**src/rtl/arm_pipe_pkg.sv**
```systemverilog
// Shared types for the ARM decode-stage hazard controller.
package arm_pipe_pkg;
   localparam int REG_W = 4;

   typedef enum logic [1:0] {RUN, WAIT, ERROR} state_e;

   // One in-flight instruction as seen by the decode-stage scoreboard.
   typedef struct packed {
      logic             valid;
      logic             wb_en;
      logic             mem_r_en;
      logic             mem_w_en;
      logic [REG_W-1:0] dest;
   } sb_entry_t;
endpackage

```
**src/rtl/hazard_compare.sv**
```systemverilog
// RAW comparison of one scoreboard entry against the ID-stage source registers.
module hazard_compare
   import arm_pipe_pkg::*;
(
   input  sb_entry_t        entry,
   input  logic [REG_W-1:0] src1,
   input  logic [REG_W-1:0] src2,
   input  logic             two_src,
   output logic             raw_match,
   output logic             load_match
);
   assign raw_match  = entry.valid & entry.wb_en &
                       ((entry.dest == src1) | (two_src & (entry.dest == src2)));
   assign load_match = raw_match & entry.mem_r_en;
endmodule

```
**src/rtl/pipeline_hazard_controller.sv**
```systemverilog
// Decode-stage sequencing: EXE/MEM scoreboard, RAW stall, branch flush and
// SRAM-wait freeze with a timeout error state.
module pipeline_hazard_controller
   import arm_pipe_pkg::*;
#(
   parameter bit FORWARD_EN  = 1'b0,
   parameter int MEM_TIMEOUT = 64,
   parameter int CNT_W       = 16
) (
   input  logic             clk,
   input  logic             rst,
   input  logic [REG_W-1:0] src1,
   input  logic [REG_W-1:0] src2,
   input  logic             two_src,
   input  logic             id_valid,
   input  logic             id_wb_en,
   input  logic             id_mem_r_en,
   input  logic             id_mem_w_en,
   input  logic [REG_W-1:0] id_dest,
   input  logic             branch_taken,
   input  logic             mem_ready,
   output logic             hazard,
   output logic             freeze_if,
   output logic             flush,
   output logic             freeze_all,
   output logic             mem_error,
   output logic [CNT_W-1:0] stall_count
);
   localparam int WCNT_W = (MEM_TIMEOUT > 1) ? $clog2(MEM_TIMEOUT) : 1;

   sb_entry_t         exe_q, mem_q, exe_d;
   state_e            state_q, state_d;
   logic [WCNT_W-1:0] wait_cnt_q, wait_cnt_d;
   logic [CNT_W-1:0]  stall_cnt_q;
   logic              exe_raw, exe_load, mem_raw, mem_load_unused;
   logic              hazard_raw, mem_busy;

   hazard_compare u_cmp_exe (
      .entry(exe_q), .src1(src1), .src2(src2), .two_src(two_src),
      .raw_match(exe_raw), .load_match(exe_load)
   );

   hazard_compare u_cmp_mem (
      .entry(mem_q), .src1(src1), .src2(src2), .two_src(two_src),
      .raw_match(mem_raw), .load_match(mem_load_unused)
   );

   // With forwarding only a load in EXE cannot be bypassed in time.
   assign hazard_raw = FORWARD_EN ? exe_load : (exe_raw | mem_raw);
   assign mem_busy   = mem_q.valid & (mem_q.mem_r_en | mem_q.mem_w_en) & ~mem_ready;

   always_comb begin
      state_d    = state_q;
      wait_cnt_d = wait_cnt_q;
      freeze_all = 1'b0;
      mem_error  = 1'b0;
      case (state_q)
         RUN: if (mem_busy) begin
            freeze_all = 1'b1;
            // The entry cycle already counts as one mem_ready-low cycle.
            wait_cnt_d = WCNT_W'(1);
            state_d    = (MEM_TIMEOUT > 1) ? WAIT : ERROR;
         end
         WAIT: if (mem_ready) begin
            wait_cnt_d = '0;
            state_d    = RUN;
         end else begin
            freeze_all = 1'b1;
            if (wait_cnt_q == WCNT_W'(MEM_TIMEOUT - 1)) state_d = ERROR;
            else wait_cnt_d = wait_cnt_q + 1'b1;
         end
         ERROR: begin
            freeze_all = 1'b1;
            mem_error  = 1'b1;
         end
         default: state_d = RUN;
      endcase
   end

   assign flush       = branch_taken & ~freeze_all & ~rst;
   assign hazard      = hazard_raw & id_valid & ~flush & ~freeze_all & ~rst;
   assign freeze_if   = hazard;
   assign stall_count = stall_cnt_q;

   always_comb begin
      exe_d          = '0;
      exe_d.valid    = id_valid & ~hazard_raw & ~flush;
      exe_d.wb_en    = id_wb_en;
      exe_d.mem_r_en = id_mem_r_en;
      exe_d.mem_w_en = id_mem_w_en;
      exe_d.dest     = id_dest;
   end

   always_ff @(posedge clk or posedge rst) begin
      if (rst) begin
         exe_q       <= '0;
         mem_q       <= '0;
         state_q     <= RUN;
         wait_cnt_q  <= '0;
         stall_cnt_q <= '0;
      end else begin
         state_q    <= state_d;
         wait_cnt_q <= wait_cnt_d;
         if (!freeze_all) begin
            mem_q <= exe_q;
            exe_q <= exe_d;
         end
         if ((hazard | freeze_all) && (stall_cnt_q != '1))
            stall_cnt_q <= stall_cnt_q + 1'b1;
      end
   end
endmodule
```
**config.mk**
```make
export PLATFORM = sky130hd
export DESIGN_NAME = pipeline_hazard_controller
export DESIGN_NICKNAME = d
export VERILOG_FILES = /design/src/rtl/arm_pipe_pkg.sv /design/src/rtl/hazard_compare.sv /design/src/rtl/pipeline_hazard_controller.sv
export SDC_FILE = /design/constraint.sdc
export NUM_CORES = 1
export LEC_CHECK = 0
export ABC_AREA = 1
export CORE_ASPECT_RATIO = 2
export CORE_MARGIN = 2
export CORE_UTILIZATION = 34
export DETAILED_ROUTE_END_ITERATION = 10
export GPL_TIMING_DRIVEN = 0
export PLACE_DENSITY = 0.57
export SLEW_MARGIN = 0
export SYNTH_ARGS = -nofsm -noshare
export SYNTH_HDL_FRONTEND = slang
export SYNTH_SLANG_ARGS = --single-unit
```
**constraint.sdc**
```tcl
create_clock -name clk -period 2 [get_ports clk]
set_input_delay 0.2 -clock clk [delete_from_list [all_inputs] [get_ports clk]]
set_output_delay 0.2 -clock clk [all_outputs]
set_load 0.01 [all_outputs]
```
* Yosys cells after proc, flatten, opt, wreduce, memory -nomap -nowiden
Index checks and enable logic that the tools add are counted.
** Storage, ports and cells
- Register bits :: 40
- Latch bits :: 0
- RAM bits :: 0
- ROM bits :: 0
- Bits of input ports :: 21
- Output and inout bits :: 21
- Memories kept :: 0
** Cells by class
- $add $sub $neg :: 2
- Multiply operators :: 0
- Div/mod/pow operators :: 0
- Order comparisons :: 0
- Equal/unequal tests :: 11
- Shift-type cells :: 0
- Mux-type cells :: 12
- Bitwise logic cells :: 27
- Reduce and logical (&&, ||, !) cells :: 5
** Operators with widths (number)
- 2-to-1 mux 6 bit :: 3
- adder 16 x 1 -> 16 bit, second input constant :: 1
- AND 1 bit :: 16
- equality test 4 bit :: 4
- inequality test 16 bit, second input constant :: 1
- one-hot mux 6 bit (2 select lines) :: 1
- adder 6 x 1 -> 6 bit, second input constant :: 1
- equality test 6 bit, second input constant :: 1
- 2-to-1 mux 2 bit :: 3
- inequality test 3 bit, second input constant :: 2
- inverter 1 bit :: 6
- one-hot mux 2 bit (3 select lines) :: 1
- AND reduction 3 bit :: 2
- OR 1 bit :: 5
- 2-to-1 mux 1 bit :: 3
- one-hot mux 1 bit (3 select lines) :: 1
- equality test 2 x 1 -> 1 bit, second input constant :: 1
- equality test 2 bit, second input constant :: 1
- zero test 2 bit :: 1
- inequality test 2 bit, second input constant :: 1
- nonzero test 2 bit :: 1
- logical AND 1 bit :: 1

* Longest topological paths before layout
Gate-level depths: netlist of run 1.
- Depth in word-level cells :: 14
- Mapped depth :: 14

* Cells and area by module
A second synthesis of run 1 with hierarchy kept.
** Second synthesis, totals
- Cell total of the unflattened synthesis :: 376
- Area, all modules :: 2625.0 um^2
** By module, submodules not included
- pipeline_hazard_controller :: times used 1, cells each 294, area each 2272.2 um^2, sequential area each 1001.0 um^2
- hazard_compare :: times used 2, cells each 41, area each 176.4 um^2, sequential area each 0.0 um^2

* Worst setup path after synthesis of run 1
OpenSTA, ideal clock, no wires.
- Path kind :: input to register
- Start point :: input rst
- End point :: register stall_cnt_q[13], in the netlist stall_count[13]
- Library setup time :: 0.117 ns
- Arrival :: 1.773 ns
- Data required time :: 1.883 ns
- Slack :: 0.110 ns
- Stages :: 9
- Path buffers :: 1
- Path through :: inv_1 -> nand3_1 -> nor2_1 -> nand2_1 -> nand2_1 -> buf_4 -> nand2_1 -> nand2_1 -> nand2_1
** On the way
- Cells in the longest elaborated chain, start to end :: 8
** Ends and longest elaborated chain
- start, declared :: RTL line pipeline_hazard_controller.sv:11 : input logic rst,
- inverter 1 bit (*) :: RTL line pipeline_hazard_controller.sv:80, pipeline_hazard_controller.sv:81
- AND 1 bit :: RTL line pipeline_hazard_controller.sv:80 : assign flush = branch_taken & ~freeze_all & ~rst;
- inverter 1 bit :: RTL line pipeline_hazard_controller.sv:81 : assign hazard = hazard_raw & id_valid & ~flush & ~freeze_all & ~rst;
- AND 1 bit (2 in a row) :: RTL line pipeline_hazard_controller.sv:81
- AND 1 bit (*) :: RTL line pipeline_hazard_controller.sv:81
- OR 1 bit (*) :: RTL line pipeline_hazard_controller.sv:108 : if ((hazard | freeze_all) && (stall_cnt_q != '1))
- logical AND 1 bit (*) :: RTL line pipeline_hazard_controller.sv:108
- end signal, assigned :: RTL line pipeline_hazard_controller.sv:109 : stall_cnt_q <= stall_cnt_q + 1'b1;
- end, declared :: RTL line pipeline_hazard_controller.sv:34 : logic [CNT_W-1:0] stall_cnt_q;
Mark *: on every way between the ends. The rest lies on a longest branch, timed or not.
A chain may end at the register's enable or synchronous reset.

* Final worst setup path of run 1
- Start point :: register stall_cnt_q[1], in the netlist stall_count[1]
- End point :: register stall_cnt_q[3], in the netlist stall_count[3]
** On the way
- Cells in the longest elaborated chain, start to end :: 2
** Ends and longest elaborated chain
- branches (longest 2 deep; another with adder 16 x 1 -> 16 bit)
Parallel ways; which one is timed is not known.

==> results of run 1 <==
## final cells by class
type                       count  area, sq um  area share (%)
multi-input combinational    233         1110            36.3
sequential                    40         1000            32.6
timing repair buffer          47          458            14.9
inverter                      51          195            6.35
clock buffer                   6          129            4.20
tap                           88          110            3.58
buffer                         8         57.6            1.87
clock inverter                 1         5.00           0.163
## placed cells by master (no fill, tap or decap)
master / instances
sky130_fd_sc_hd__buf_2: 1
sky130_fd_sc_hd__buf_12: 1
sky130_fd_sc_hd__a21oi_1: 5
sky130_fd_sc_hd__nor4_1: 3
sky130_fd_sc_hd__nor2_1: 17
sky130_fd_sc_hd__o2bb2ai_1: 1
sky130_fd_sc_hd__nand3_1: 30
sky130_fd_sc_hd__dfrtp_1: 39
sky130_fd_sc_hd__and3_1: 1
sky130_fd_sc_hd__xor2_1: 10
sky130_fd_sc_hd__clkdlybuf4s50_1: 34
sky130_fd_sc_hd__nor3_1: 4
sky130_fd_sc_hd__o21ai_1: 1
sky130_fd_sc_hd__buf_6: 2
sky130_fd_sc_hd__nor3b_4: 1
sky130_fd_sc_hd__clkbuf_1: 3
sky130_fd_sc_hd__inv_4: 1
sky130_fd_sc_hd__nand2_2: 2
sky130_fd_sc_hd__o22ai_1: 1
sky130_fd_sc_hd__dfrtp_2: 1
sky130_fd_sc_hd__dlymetal6s2s_1: 1
sky130_fd_sc_hd__clkinv_2: 2
sky130_fd_sc_hd__nand4_1: 5
sky130_fd_sc_hd__dlygate4sd2_1: 4
sky130_fd_sc_hd__nand3_2: 1
sky130_fd_sc_hd__clkbuf_16: 5
sky130_fd_sc_hd__ha_1: 2
sky130_fd_sc_hd__inv_1: 49
sky130_fd_sc_hd__nand4_4: 1
sky130_fd_sc_hd__nand2_1: 121
sky130_fd_sc_hd__clkbuf_4: 1
sky130_fd_sc_hd__xnor2_1: 3
sky130_fd_sc_hd__buf_4: 8
sky130_fd_sc_hd__clkbuf_2: 1
sky130_fd_sc_hd__o21ai_0: 21
sky130_fd_sc_hd__nor2_2: 3
## state kept, by name, summed over array words and instances, names as in the netlist
name and flops:
stall_count 16, exe_q 8, mem_q 8, state_q 2
wait_cnt_q 6
## worst paths after layout
check | from | to | depth (start not counted)
max | stall_count[1]$_DFFE_PP0P_ | stall_count[3]$_DFFE_PP0P_ | 7
min | rst | stall_count[2]$_DFFE_PP0P_ | 3
max reg2reg | stall_count[1]$_DFFE_PP0P_ | stall_count[3]$_DFFE_PP0P_ | 7
min reg2reg | exe_q[5]$_DFFE_PP0N_ | exe_q[5]$_DFFE_PP0N_ | 2
max in group asynchronous | rst | exe_q[0]$_DFFE_PP0N_ | 3
min in group clk | mem_ready | wait_cnt_q[0]$_DFFE_PP0P_ | 4
## worst max-delay path, delay by kind of cell, from the launching register on
kind          cells  cell delay, ps
buf+inv           1             240
fa+ha+maj         1             200
simple gates      5             930
flops             1             400
## stage by stage
stage | power (uW) | util (%) | TNS (ps) | setup slack, ps | std cells
2_1_floorplan | 857 | - | 0 | 110 | 332
3_3_place_gp | 913 | 43.2 | -24610 | -1210 | 461
3_5_place_dp | 918 | 43.5 | -2390 | -376 | 462
4_1_cts | 1690 | 45.7 | 0 | 7.36 | 470
5_1_grt | 1730 | 46.4 | 0 | 5.55 | 474
6_report | 1660 | 46.4 | 0 | 110 | 474
## metal layers
| metal | up-vias | share of wire (%) |
|---|---|---|
| met1 | 1056 | 38 |
| li1 | 1143 | - |
| met3 | 11 | 2.7 |
| met2 | 41 | 56 |
| met5 | - | 0 |
| met4 | 0 | 3.4 |
## repair_timing
item	CTS	global route
resized for setup	13	8
endpoints found under the hold margin	0	0
setup endpoints to repair	4	14
buffers inserted	1	4
pin swaps	1	3
## power groups by stage
stage	logic (uW)	registers, uW	clock network (uW)
floorplan	32.4	824	0
finish	92.3	810	757
CTS	95.7	809	784
global route	106	809	820
detailed placement	93.8	824	0
global placement	88.4	824	0
## cells by family (layout without fill, tap and decap cells)
| group | after synthesis | count (layout) | share of synthesized area, % |
|---|---|---|---|
| buffers and inverters | 59 | 113 | 10.3 |
| AO/OA/AOI/OAI | 29 | 29 | 6.42 |
| adder cells (fa/ha/maj) | 2 | 2 | 1.07 |
| XOR/XNOR | 13 | 13 | 4.87 |
| AND/OR/NAND/NOR | 189 | 189 | 34.6 |
| flip-flops | 40 | 40 | 42.8 |
==> flow_summary.ini, run 1 <==
[clock_tree]
cts_tree = built
numCtsBuffers = 5
ctsLongestPathBuffers = 2
cts_hold_bufs = 0
clockRootBuffer = sky130_fd_sc_hd__clkbuf_16
cts.clk_slew.worst_paths_ps = 60
cts.htree.levels = 2
clk-insertion-delay-late_ps = 280
clkSinkCount = 40

[sta]
setup_viol_count_final = 0
max_freq_ghz = 0.529
timing_hold_violations_final = 0
report.final.slew_viol_count = 0
fin_crit_ps = 1890
worst_slew_margin_rel_pct = 71.2
worst_clock_skew_ps = 4.69
hold_slack_ps = 265
post-route-period-util_pct = 94.5
worst-slew-pin-transition_ps = 428
grt_setup_unrepaired = false

[synthesis]
syn-mean-instance-area_sq_um = 7.05
yosys.area.top_type = sky130_fd_sc_hd__dfrtp_1
synth_top_cells_by_count = 122 x sky130_fd_sc_hd__nand2_1, 50 x sky130_fd_sc_hd__inv_1, 40 x sky130_fd_sc_hd__dfrtp_1, 30 x sky130_fd_sc_hd__nand3_1, 22 x sky130_fd_sc_hd__o21ai_0
count_of_flip_flops_with_a_built_in_enable_after_synthesis = 0
ys_types = 26
synthDominantCellAreaShare_pct = 42.8
synth.most_common_cell = sky130_fd_sc_hd__nand2_1
synth_warnings = 0
proportion_of_synthesized_flip_flops_having_asynchronous_set_or_reset_pct = 100
proportion_of_synthesized_chip_area_in_sequential_cells_pct = 42.8
yosys-top-cells-area = sky130_fd_sc_hd__dfrtp_1 43%, sky130_fd_sc_hd__nand2_1 20%, sky130_fd_sc_hd__inv_1 8.0%, sky130_fd_sc_hd__nand3_1 6.4%, sky130_fd_sc_hd__o21ai_0 4.7%
dominantRegCellSynth = sky130_fd_sc_hd__dfrtp_1
number_of_flip_flops_and_latches_in_the_synthesized_netlist = 40
syn-cell-area_sq_mm = 0.00234
netlist_instances = 332
syn-num-nets = 355

[grt]
global_route.usage.total_pct = 17.4
globalRoute.busiestLayer = met2
grt_start_max_net_pins = 29
grt_pass1_vias = 2319
grt_pass1_wl_mm = 10.4
antenna_found_initial = 0
global_route_met1_usage_pct = 17.3
use_met3_pct = 2.41
use_met2_pct = 33.9
global_route.overflow_total = 0

[floorplan]
fp.dieH_um = 121
num_io_pins = 42
initial_core_util_pct = 35.3
core-area_sq_mm = 0.00662
rows = 42
die-area_sq_mm = 0.00760
die_w_um = 62.7

[detailed_routing]
route.detailed.vias_per_inst = 4.75
detail_route.drc_violations = 0
detailedRoute.firstPassIterationCount = 4
dr.first_iter.drc_count = 66
wire_per_inst_um = 12.6
vias = 2251
final_antenna_violating_net_count = 0
wl_mm = 5.99

[power]
power.switching_uw = 349
clock_power_share_pct = 45.7
power-per-cell-area_mw_per_mm2 = 540
seq_power_share_pct = 48.8
leakage_uw = 0.00163
p_int_uw = 1310
combPwrFrac_pct = 5.6
power.share.switching_pct = 21.0
ir_drop_mv = 0.588

[placed_design]
dp.final_hpwl_mm = 4.62
gpl.final_weighted_congestion = 0.840
io_buffer_count = 41
place_area_sq_mm = 0.00288

[critical_path]
reg2reg_setup_slack_ps = 110
timing.critical_path.slowest_stage_cell = sky130_fd_sc_hd__dfrtp_2
timing.critical_path.cells = ha_1, nand3_2, nor3b_4, nand4_4, clkbuf_4, nand3_1, nand2_1
crit_path_max_incr_delay_ps = 400
critPathRequiredTime_ps = 2170
crit_arrival_ps = 2060
critPathMaxFanout = 10
critPathLaunchType = register
path_class = register to register
worst_setup_path_end_kind = register

[flow_run]
drv.max_cap_violation_count = 0

[cells_and_area]
layout.nets = 409
final_layout_size_suffix_gt1_share_pct = 8.03
fillCellCount = 725
number_of_diodes = 0
areaGrowthSynthToFinish_pct = 31.3
layout.cell_area.non_filler_sq_mm = 0.00307

[run_status]
status = complete, no violations

[worst_hold_path]
min_path_type = primary input to asynchronous set/reset pin
No activity file was read; power rests on OpenSTA's default activity.
==> run 2: changes to the inputs <==
--- a/config.mk
+++ b/config.mk
@@ -6,6 +6,7 @@
 export NUM_CORES = 1
 export LEC_CHECK = 0
 export ABC_AREA = 1
+export CAP_MARGIN = 20
 export CORE_ASPECT_RATIO = 2
 export CORE_MARGIN = 2
 export CORE_UTILIZATION = 34
==> constraint.sdc (replaced) <==
create_clock -name clk -period 2 [get_ports clk]
set_input_delay 0.2 -clock clk [delete_from_list [all_inputs] [get_ports clk]]
set_output_delay 0.2 -clock clk [all_outputs]
set_load 0.05 [all_outputs]
==> flow_summary.ini, run 2 (synthesis gave the netlist of run 1 again) <==
[floorplan]
initial_core_util_pct = 35.3
die_w_um = 62.7
fp.dieH_um = 121
core-area_sq_mm = 0.00662
rows = 42
die-area_sq_mm = 0.00760
num_io_pins = 42

[critical_path]
critical_path.reg2reg.startpoint = stall_count[0]$_DFFE_PP0P_
timing.critical_path.slowest_stage_cell = sky130_fd_sc_hd__nor3b_4
critPathRequiredTime_ps = 2180
critPathMaxFanout = 10
crit_path_max_incr_delay_ps = 420
timing.critical_path.cells = ha_1, nand3_2, nor3b_4, nand4_4, buf_2, nand3_1, nand2_1
crit_arrival_ps = 2100
reg2reg_depth = 7
path_class = register to register
crit-reg2reg-capture = stall_count[15]$_DFFE_PP0P_
critPathLaunchType = register
worst_setup_path_end_kind = register
reg2reg_setup_slack_ps = 80

[clock_tree]
numCtsBuffers = 5
cts_hold_bufs = 0
ctsLongestPathBuffers = 2
clkSinkCount = 40
clockRootBuffer = sky130_fd_sc_hd__clkbuf_16
cts.clk_slew.worst_paths_ps = 60
clk-insertion-delay-late_ps = 280
cts.htree.levels = 2
cts_tree = built

[detailed_routing]
final_antenna_violating_net_count = 0
vias = 2257
wl_mm = 6.39
wire_per_inst_um = 13.3
route.detailed.vias_per_inst = 4.71
detailedRoute.firstPassIterationCount = 4
detail_route.drc_violations = 0
dr.first_iter.drc_count = 72

[sta]
max_freq_ghz = 0.520
report.final.slew_viol_count = 0
timing_hold_violations_final = 0
setup_viol_count_final = 0
worst_clock_skew_ps = 3.79
worst-slew-pin-transition_ps = 580
post-route-period-util_pct = 96.1
fin_crit_ps = 1920
worst_slew_margin_rel_pct = 61.1

[run_status]
status = complete, no violations

[cells_and_area]
layout.cell_area.non_filler_sq_mm = 0.00311
most_frequent_cells_in_the_layout = 121 x sky130_fd_sc_hd__nand2_1, 47 x sky130_fd_sc_hd__inv_1, 40 x sky130_fd_sc_hd__dfrtp_1, 35 x sky130_fd_sc_hd__clkdlybuf4s50_1, 30 x sky130_fd_sc_hd__nand3_1
number_of_flip_flops_under_the_largest_register_name = 16
fillCellCount = 727
number_of_diodes = 0
final_layout_size_suffix_gt1_share_pct = 9.97
most_common_cell_after_layout_fill_and_taps_aside = sky130_fd_sc_hd__nand2_1
layout.nets = 413
areaGrowthSynthToFinish_pct = 32.8

[grt]
global_route.usage.total_pct = 17.8
antenna_found_initial = 0
grt_pass1_wl_mm = 10.4
grt_start_max_net_pins = 22
grt_pass1_vias = 2282
global_route.overflow_total = 0

[power]
power-per-cell-area_mw_per_mm2 = 555
power_uw = 1730
leakage_uw = 0.00164
ir_drop_mv = 0.505

[flow_run]
drv.max_cap_violation_count = 0

[worst_hold_path]
min_path_type = primary input to asynchronous set/reset pin

[placed_design]
place_area_sq_mm = 0.00286
dp.final_hpwl_mm = 4.56
gpl.final_weighted_congestion = 0.841
io_buffer_count = 41
## run 2: how the worst max path moves through the flow
| stage | startpoint | to |
|---|---|---|
| CTS | exe_q[0]$_DFFE_PP0N_ | hazard |
| detailed placement | rst | hazard |
| finish | stall_count[0]$_DFFE_PP0P_ | stall_count[15]$_DFFE_PP0P_ |
| global placement | rst | hazard |
| global route | exe_q[1]$_DFFE_PP0N_ | hazard |
| floorplan | stall_count[1]$_DFFE_PP0P_ | stall_count[2]$_DFFE_PP0P_ |
## run 2: area by class of cell
type                    count  area [sq um]  area share [%]
plain buffers               8          51.3            1.65
clock buffers               6           139            4.47
clock inverters             2          10.0           0.322
inverters                  51           196            6.32
multi-input cells         233          1110            35.8
flip-flops and latches     40          1000            32.2
well taps                  88           110            3.54
repair buffers             49           478            15.4
repair inverters            2          10.0           0.322
## run 2: worst max-delay path: cells and delay by family, from the launching register on
family | cells | cell delay [ps]
flops | 1 | 390
buf+inv | 1 | 250
fa+ha+maj | 1 | 210
simple gates | 5 | 960
## run 2: what timing repair did
item	in CTS	in global routing
setup buffers	2	5
gates cloned	2	0
pin swaps	0	3
gates resized for setup	22	13
setup endpoints to repair	20	17
## run 2: where the power goes
| group | internal, uW | switching, uW | total, uW | leakage, uW |
|---|---|---|---|---|
| Clock | 492 | 326 | 818 | 0.0000766 |
| Combinational | 49.5 | 49.0 | 98.5 | 0.00111 |
| Sequential | 809 | 0 | 809 | 0.000456 |
## run 2: routing by layer
layer / share of wire (%) / up-vias / routed length, um / GRT usage [%]
li1: - / 1153 / - / -
met1: 36 / 1039 / 2300 / 16.7
met2: 57 / 50 / 3610 / 35.4
met3: 3.3 / 15 / 210 / 2.69
met4: 4.2 / 0 / 266 / 10.1
met5: 0 / - / 0 / 0
## run 2: metrics by stage
stage	instances	TNS, ps	util [%]	setup WS [ps]	hold slack (ps)
after floorplan	332	0	-	51.0	187
after global placement	461	-12560	43.3	-1110	480
after detailed placement	461	-12920	43.3	-1120	497
after CTS	473	0	45.6	16.9	464
after global routing	479	-6.82	46.9	-6.82	483
final	479	0	46.9	77.2	463
==> run 3: changes to the inputs <==
--- a/config.mk
+++ b/config.mk
@@ -9,10 +9,12 @@
 export CAP_MARGIN = 20
 export CORE_ASPECT_RATIO = 2
 export CORE_MARGIN = 2
-export CORE_UTILIZATION = 34
+export CORE_UTILIZATION = 60
 export DETAILED_ROUTE_END_ITERATION = 10
+export DONT_BUFFER_PORTS = 1
+export GPL_ROUTABILITY_DRIVEN = 0
 export GPL_TIMING_DRIVEN = 0
-export PLACE_DENSITY = 0.57
+export PLACE_DENSITY = 0.77
 export SLEW_MARGIN = 0
 export SYNTH_ARGS = -nofsm -noshare
 export SYNTH_HDL_FRONTEND = slang
==> flow_summary.ini, run 3 (synthesis gave the netlist of run 1 again) <==
[run_status]
status = finished, violations left
violations_in_the_final_reports = negative setup slack

[sta]
setup_viol_count_final = 1
grt_setup_unrepaired = true
worst_slew_margin_rel_pct = 38.0
timing.final.ws_setup_ps = -62.2
fin_crit_ps = 2060
post-route-period-util_pct = 103
worst-slew-pin-transition_ps = 927
max_freq_ghz = 0.485
hold_slack_ps = 11.2
timing_hold_violations_final = 0
setup_total_neg_slack_ps = -62.2
report.final.slew_viol_count = 0
worst_clock_skew_ps = 9.88

[clock_tree]
cts.clk_slew.worst_paths_ps = 80
numCtsBuffers = 5
clk-insertion-delay-late_ps = 300
clkSinkCount = 40
cts_tree = built
ctsLongestPathBuffers = 2
cts.htree.levels = 2
clockRootBuffer = sky130_fd_sc_hd__clkbuf_8

[power]
ir_drop_mv = 0.356
power-per-cell-area_mw_per_mm2 = 518
leakage_uw = 0.00143

[grt]
grt_pass1_vias = 2162
grt_pass1_wl_mm = 9.15
grt_start_max_net_pins = 22
antenna_found_initial = 0
global_route.overflow_total = 0
global_route.usage.total_pct = 29.1

[critical_path]
crit_arrival_ps = 1860
reg2reg_depth = 8
critPathMaxFanout = 4
critPathRequiredTime_ps = 1800
path_class = register to output port
critPathLaunchType = register
worst_setup_path_end_kind = output port

[worst_hold_path]
min_path_type = primary input to register
hold-path-cell-count = 2

[detailed_routing]
final_antenna_violating_net_count = 0
dr.first_iter.drc_count = 32
wire_per_inst_um = 15.0
detailedRoute.firstPassIterationCount = 4
wl_mm = 6.03
route.detailed.vias_per_inst = 5.39
detail_route.drc_violations = 0
vias = 2171

[cells_and_area]
fillCellCount = 349
layout.cell_area.non_filler_sq_mm = 0.00268
stdcell_count = 403
number_of_flip_flops_under_the_largest_register_name = 16
number_of_diodes = 0
final_layout_size_suffix_gt1_share_pct = 14.8
areaGrowthSynthToFinish_pct = 14.7
most_common_cell_after_layout_fill_and_taps_aside = sky130_fd_sc_hd__nand2_1
layout.nets = 375
most_frequent_cells_in_the_layout = 118 x sky130_fd_sc_hd__nand2_1, 42 x sky130_fd_sc_hd__inv_1, 32 x sky130_fd_sc_hd__dfrtp_1, 30 x sky130_fd_sc_hd__nand3_1, 21 x sky130_fd_sc_hd__o21ai_0

[floorplan]
num_io_pins = 42
die-area_sq_mm = 0.00445
rows = 32
core-area_sq_mm = 0.00380
die_w_um = 48.2
fp.dieH_um = 92.3
initial_core_util_pct = 61.5

[placed_design]
dp.final_hpwl_mm = 3.98
dp_cells = 383
place_area_sq_mm = 0.00241
io_buffer_count = 0

[flow_run]
drv.max_cap_violation_count = 0
==> run 3: cell count changes in the layout (fill, tap and decap cells not counted), moves of 3 or more <==
cell,delta
sky130_fd_sc_hd__clkinvlp_4,+3
sky130_fd_sc_hd__nand2_2,+3
sky130_fd_sc_hd__clkbuf_8,+4
sky130_fd_sc_hd__inv_1,-5
sky130_fd_sc_hd__clkbuf_16,-5
sky130_fd_sc_hd__inv_2,+3
sky130_fd_sc_hd__clkdlybuf4s50_1,-35
sky130_fd_sc_hd__nand2_1,-3
sky130_fd_sc_hd__dfrtp_2,+7
sky130_fd_sc_hd__dfrtp_1,-8
==> run 3: metrics by stage <==
| step | worst slack (ps) | util [%] | power [uW] |
|---|---|---|---|
| finish | -62.2 | 70.5 | 1390 |
| global route | -168 | 70.5 | 1440 |
| CTS | -33.9 | 68.2 | 1390 |
| detailed placement | -293 | 63.3 | 866 |
| global placement | -270 | 63.3 | 865 |
| floorplan | 51.0 | - | 857 |
==> run 3: worst max-delay path, stage by stage, from the launching register on <==
cell and delay, ps:
sky130_fd_sc_hd__dfrtp_1 420, sky130_fd_sc_hd__xor2_1 210, sky130_fd_sc_hd__nor2_1 60, sky130_fd_sc_hd__nand2_1 60, sky130_fd_sc_hd__nand2_1 50, sky130_fd_sc_hd__nand2_1 70
sky130_fd_sc_hd__nand2_2 60, sky130_fd_sc_hd__nand2_2 80, sky130_fd_sc_hd__clkinvlp_4 290, sky130_fd_sc_hd__buf_8 260
==> run 3: where the power goes <==
| group | switching (uW) | internal, uW | leakage (uW) |
|---|---|---|---|
| logic | 36.5 | 21.5 | 0.000942 |
| registers | 0 | 808 | 0.000446 |
| clock network | 286 | 238 | 0.0000410 |
==> run 3: timing repair <==
item / 4_1_cts / 5_1_grt
endpoints found under the hold margin: 40 / 0
endpoints found under the setup margin: 19 / 21
gates cloned: 1 / 0
pin swaps: 3 / 6
hold buffers: 2 / 0
setup buffers: 7 / 2
resized for setup: 15 / 18
==> run 3: final timing paths <==
| kind | startpoint | endpoint | slack (ps) |
|---|---|---|---|
| worst max-delay path | exe_q[2]$_DFFE_PP0N_ | hazard | -60 |
| worst min-delay path | id_dest[3] | exe_q[3]$_DFFE_PP0N_ | 10 |
| worst max register to register | stall_count[1]$_DFFE_PP0P_ | stall_count[5]$_DFFE_PP0P_ | 60 |
| worst min register to register | mem_q[6]$_DFFE_PP0N_ | mem_q[6]$_DFFE_PP0N_ | 490 |
| max in group asynchronous | rst | stall_count[2]$_DFFE_PP0P_ | 810 |
| min in group asynchronous | rst | exe_q[3]$_DFFE_PP0N_ | 370 |
==> run 3: cell type report <==
cell class / count / area [sq um] / area share (%)
Multi-Input combinational cell: 233 / 1140 / 42.4
Timing Repair Buffer: 12 / 119 / 4.43
Clock buffer: 6 / 72.6 / 2.71
Inverter: 51 / 206 / 7.70
Tap cell: 51 / 63.8 / 2.38
Timing Repair inverter: 1 / 5.00 / 0.187
Clock inverter: 1 / 5.00 / 0.187
Buffer: 8 / 61.3 / 2.29
Sequential cell: 40 / 1010 / 37.8
==> run 3: layer usage <==
layer / GRT usage, % / vias up / wire length [um]
met5: 0 / - / 0
met4: 15.3 / 0 / 152
met3: 7.02 / 14 / 363
met2: 52.2 / 81 / 3540
met1: 26.9 / 1009 / 1970
li1: - / 1067 / -
==> variant (config.mk and constraints of run 2) <==
Encoding of `state_e`: now one-hot (3 bits for 3 states).
--- a/src/rtl/arm_pipe_pkg.sv
+++ b/src/rtl/arm_pipe_pkg.sv
@@ -2,7 +2,7 @@
 package arm_pipe_pkg;
    localparam int REG_W = 4;
 
-   typedef enum logic [1:0] {RUN, WAIT, ERROR} state_e;
+   typedef enum logic [2:0] {RUN = 3'b001, WAIT = 3'b010, ERROR = 3'b100} state_e;
 
    // One in-flight instruction as seen by the decode-stage scoreboard.
    typedef struct packed {
Function: same outputs for any inputs over 10 cycles, from zero or initial values and one cycle with rst high; not proved beyond that.
==> variant against run 2 <==
  * Design area up 4.2%
  * Maximum frequency down 0.19%
  * Power up 9.4%
  * Clock power up 17%
  * Core utilization down 0.28 points
  * Final cell count up 1.0%
  * Critical path type is now reg -> out
  * Worst setup slack worse by 0.0037 ns
  * Register-to-register slack better by 0.07 ns
  * Non-clock buffer count down 3
  * Synthesized area up 3.9%
  * Sequential share of layout area down 0.41 points
  * Sequential cell count up 1
  * Wire length up 2.5%
==> variant: results <==
outcome:
  status: "complete, no violations"
global_route:
  globalRouteMet3Util: 0.03640
  grt_use_met2: 0.3401
  grt_use_total: 0.1780
  grt_pass1_wl_microns: 10540
  use_met1: 0.1775
  first_global_vias: 2241
synth:
  synth_top_cells_by_area: "dfrtp_1 41%, nand2_1 19%, nand3_1 6.8%"
  synthAdderAreaFrac: 0.01030
  seq_area_frac_synth: 0.4228
  syn_nets: 360
  synth_compound_area_frac: 0.04428
  async_flop_share: 1.000
  yosys.cell_types.count: 30
  synthXorXnorAreaFrac: 0.06488
place:
  placed_area_sq_um: 2959
  dp_hpwl_microns: 4706
  globalplace.congestion: 0.9332
clocking:
  htreeDepth: 2
  cts_buffer_depth: 2
setup_path:
  cp_slowest_cell: "clkdlybuf4s50_1"
  r2r-end: "stall_count[8]"
  worstSetupStartpoint: "state_q[0]"
  crit_fanout: 3
  arrival_ns: 1.73
  r2r_slack_ns: 0.15
  worstRegToRegCells: 9
  cp_slowest_stage_delay_ns: 0.69
  cp-endpoint: "mem_error"
  crit_family: "buffers and inverters"
power:
  leakage_nw: 1.658
  vdd_ir_drop_max_mv: 0.5485
cells_and_area:
  nets: 416
  drive_gt1_frac: 0.1371
timing:
  slew_headroom: 0.5995
  fin_skew_ns: 0.005175
  fin_crit_sh: 0.9632
drt:
  dr.first_iter.drc_count: 105
  wire_per_inst_microns: 13.53
  num_vias: 2256
min_path:
  hp-class: "in -> reg"
## variant: cell families after synthesis
group / count (synthesis)
simple gates: 202
buf+inv: 54
flops: 41
compound gates: 20
xor+xnor: 18
fa+ha+maj: 2
## variant: worst min path at each step
stage               end         from  cells after the start  slack [ns]
2_1_floorplan  exe_q[0]          rst                      1        0.20
3_3_place_gp   exe_q[5]     exe_q[5]                      2        0.46
3_5_place_dp   exe_q[5]     exe_q[5]                      2        0.46
4_1_cts        exe_q[4]  id_mem_w_en                      3        0.45
5_1_grt        exe_q[4]  id_mem_w_en                      3        0.45
6_report       exe_q[4]  id_mem_w_en                      3        0.45
## variant: metal layers
metal / vias to the layer above / routed length [microns]
li1: 1154 / -
met1: 1037 / 2463
met2: 54 / 3665
met3: 11 / 257
met4: 0 / 162
met5: - / 0
## variant: report_power, final
group	total, mW	leakage (nW)	switching [mW]	internal (mW)
Clock	0.958	0.0841	0.334	0.624
Combinational	0.0993	1.06	0.0495	0.0499
Sequential	0.832	0.514	0.00115	0.831
Total	1.89	1.66	0.384	1.50
## variant: final cells by class
cell class | instances | area, sq um
fillers | 710 | 3702
multi-input cells | 242 | 1225
flip-flops and latches | 41 | 1030
repair buffers | 47 | 461.7
inverters | 47 | 180.2
clock buffers | 7 | 142.6
well taps | 90 | 112.6
plain buffers | 7 | 46.29
clock inverters | 1 | 30.03
repair inverters | 2 | 10.01
## variant: timing repair
item | 4_1_cts | 5_1_grt
resized for setup | 25 | 16
setup buffers | 4 | 1
pin swaps | 3 | 2
endpoints found under the setup margin | 21 | 17
cloned | 2 | 0
## variant: per-stage QoR
step                      worst slack, ns  std cells
after global placement             -1.133        468
after CTS                      0.00001510        482
after floorplan                   0.03951        337
after global routing             -0.01424        484
after detailed placement           -1.127        468
final                             0.07351        484
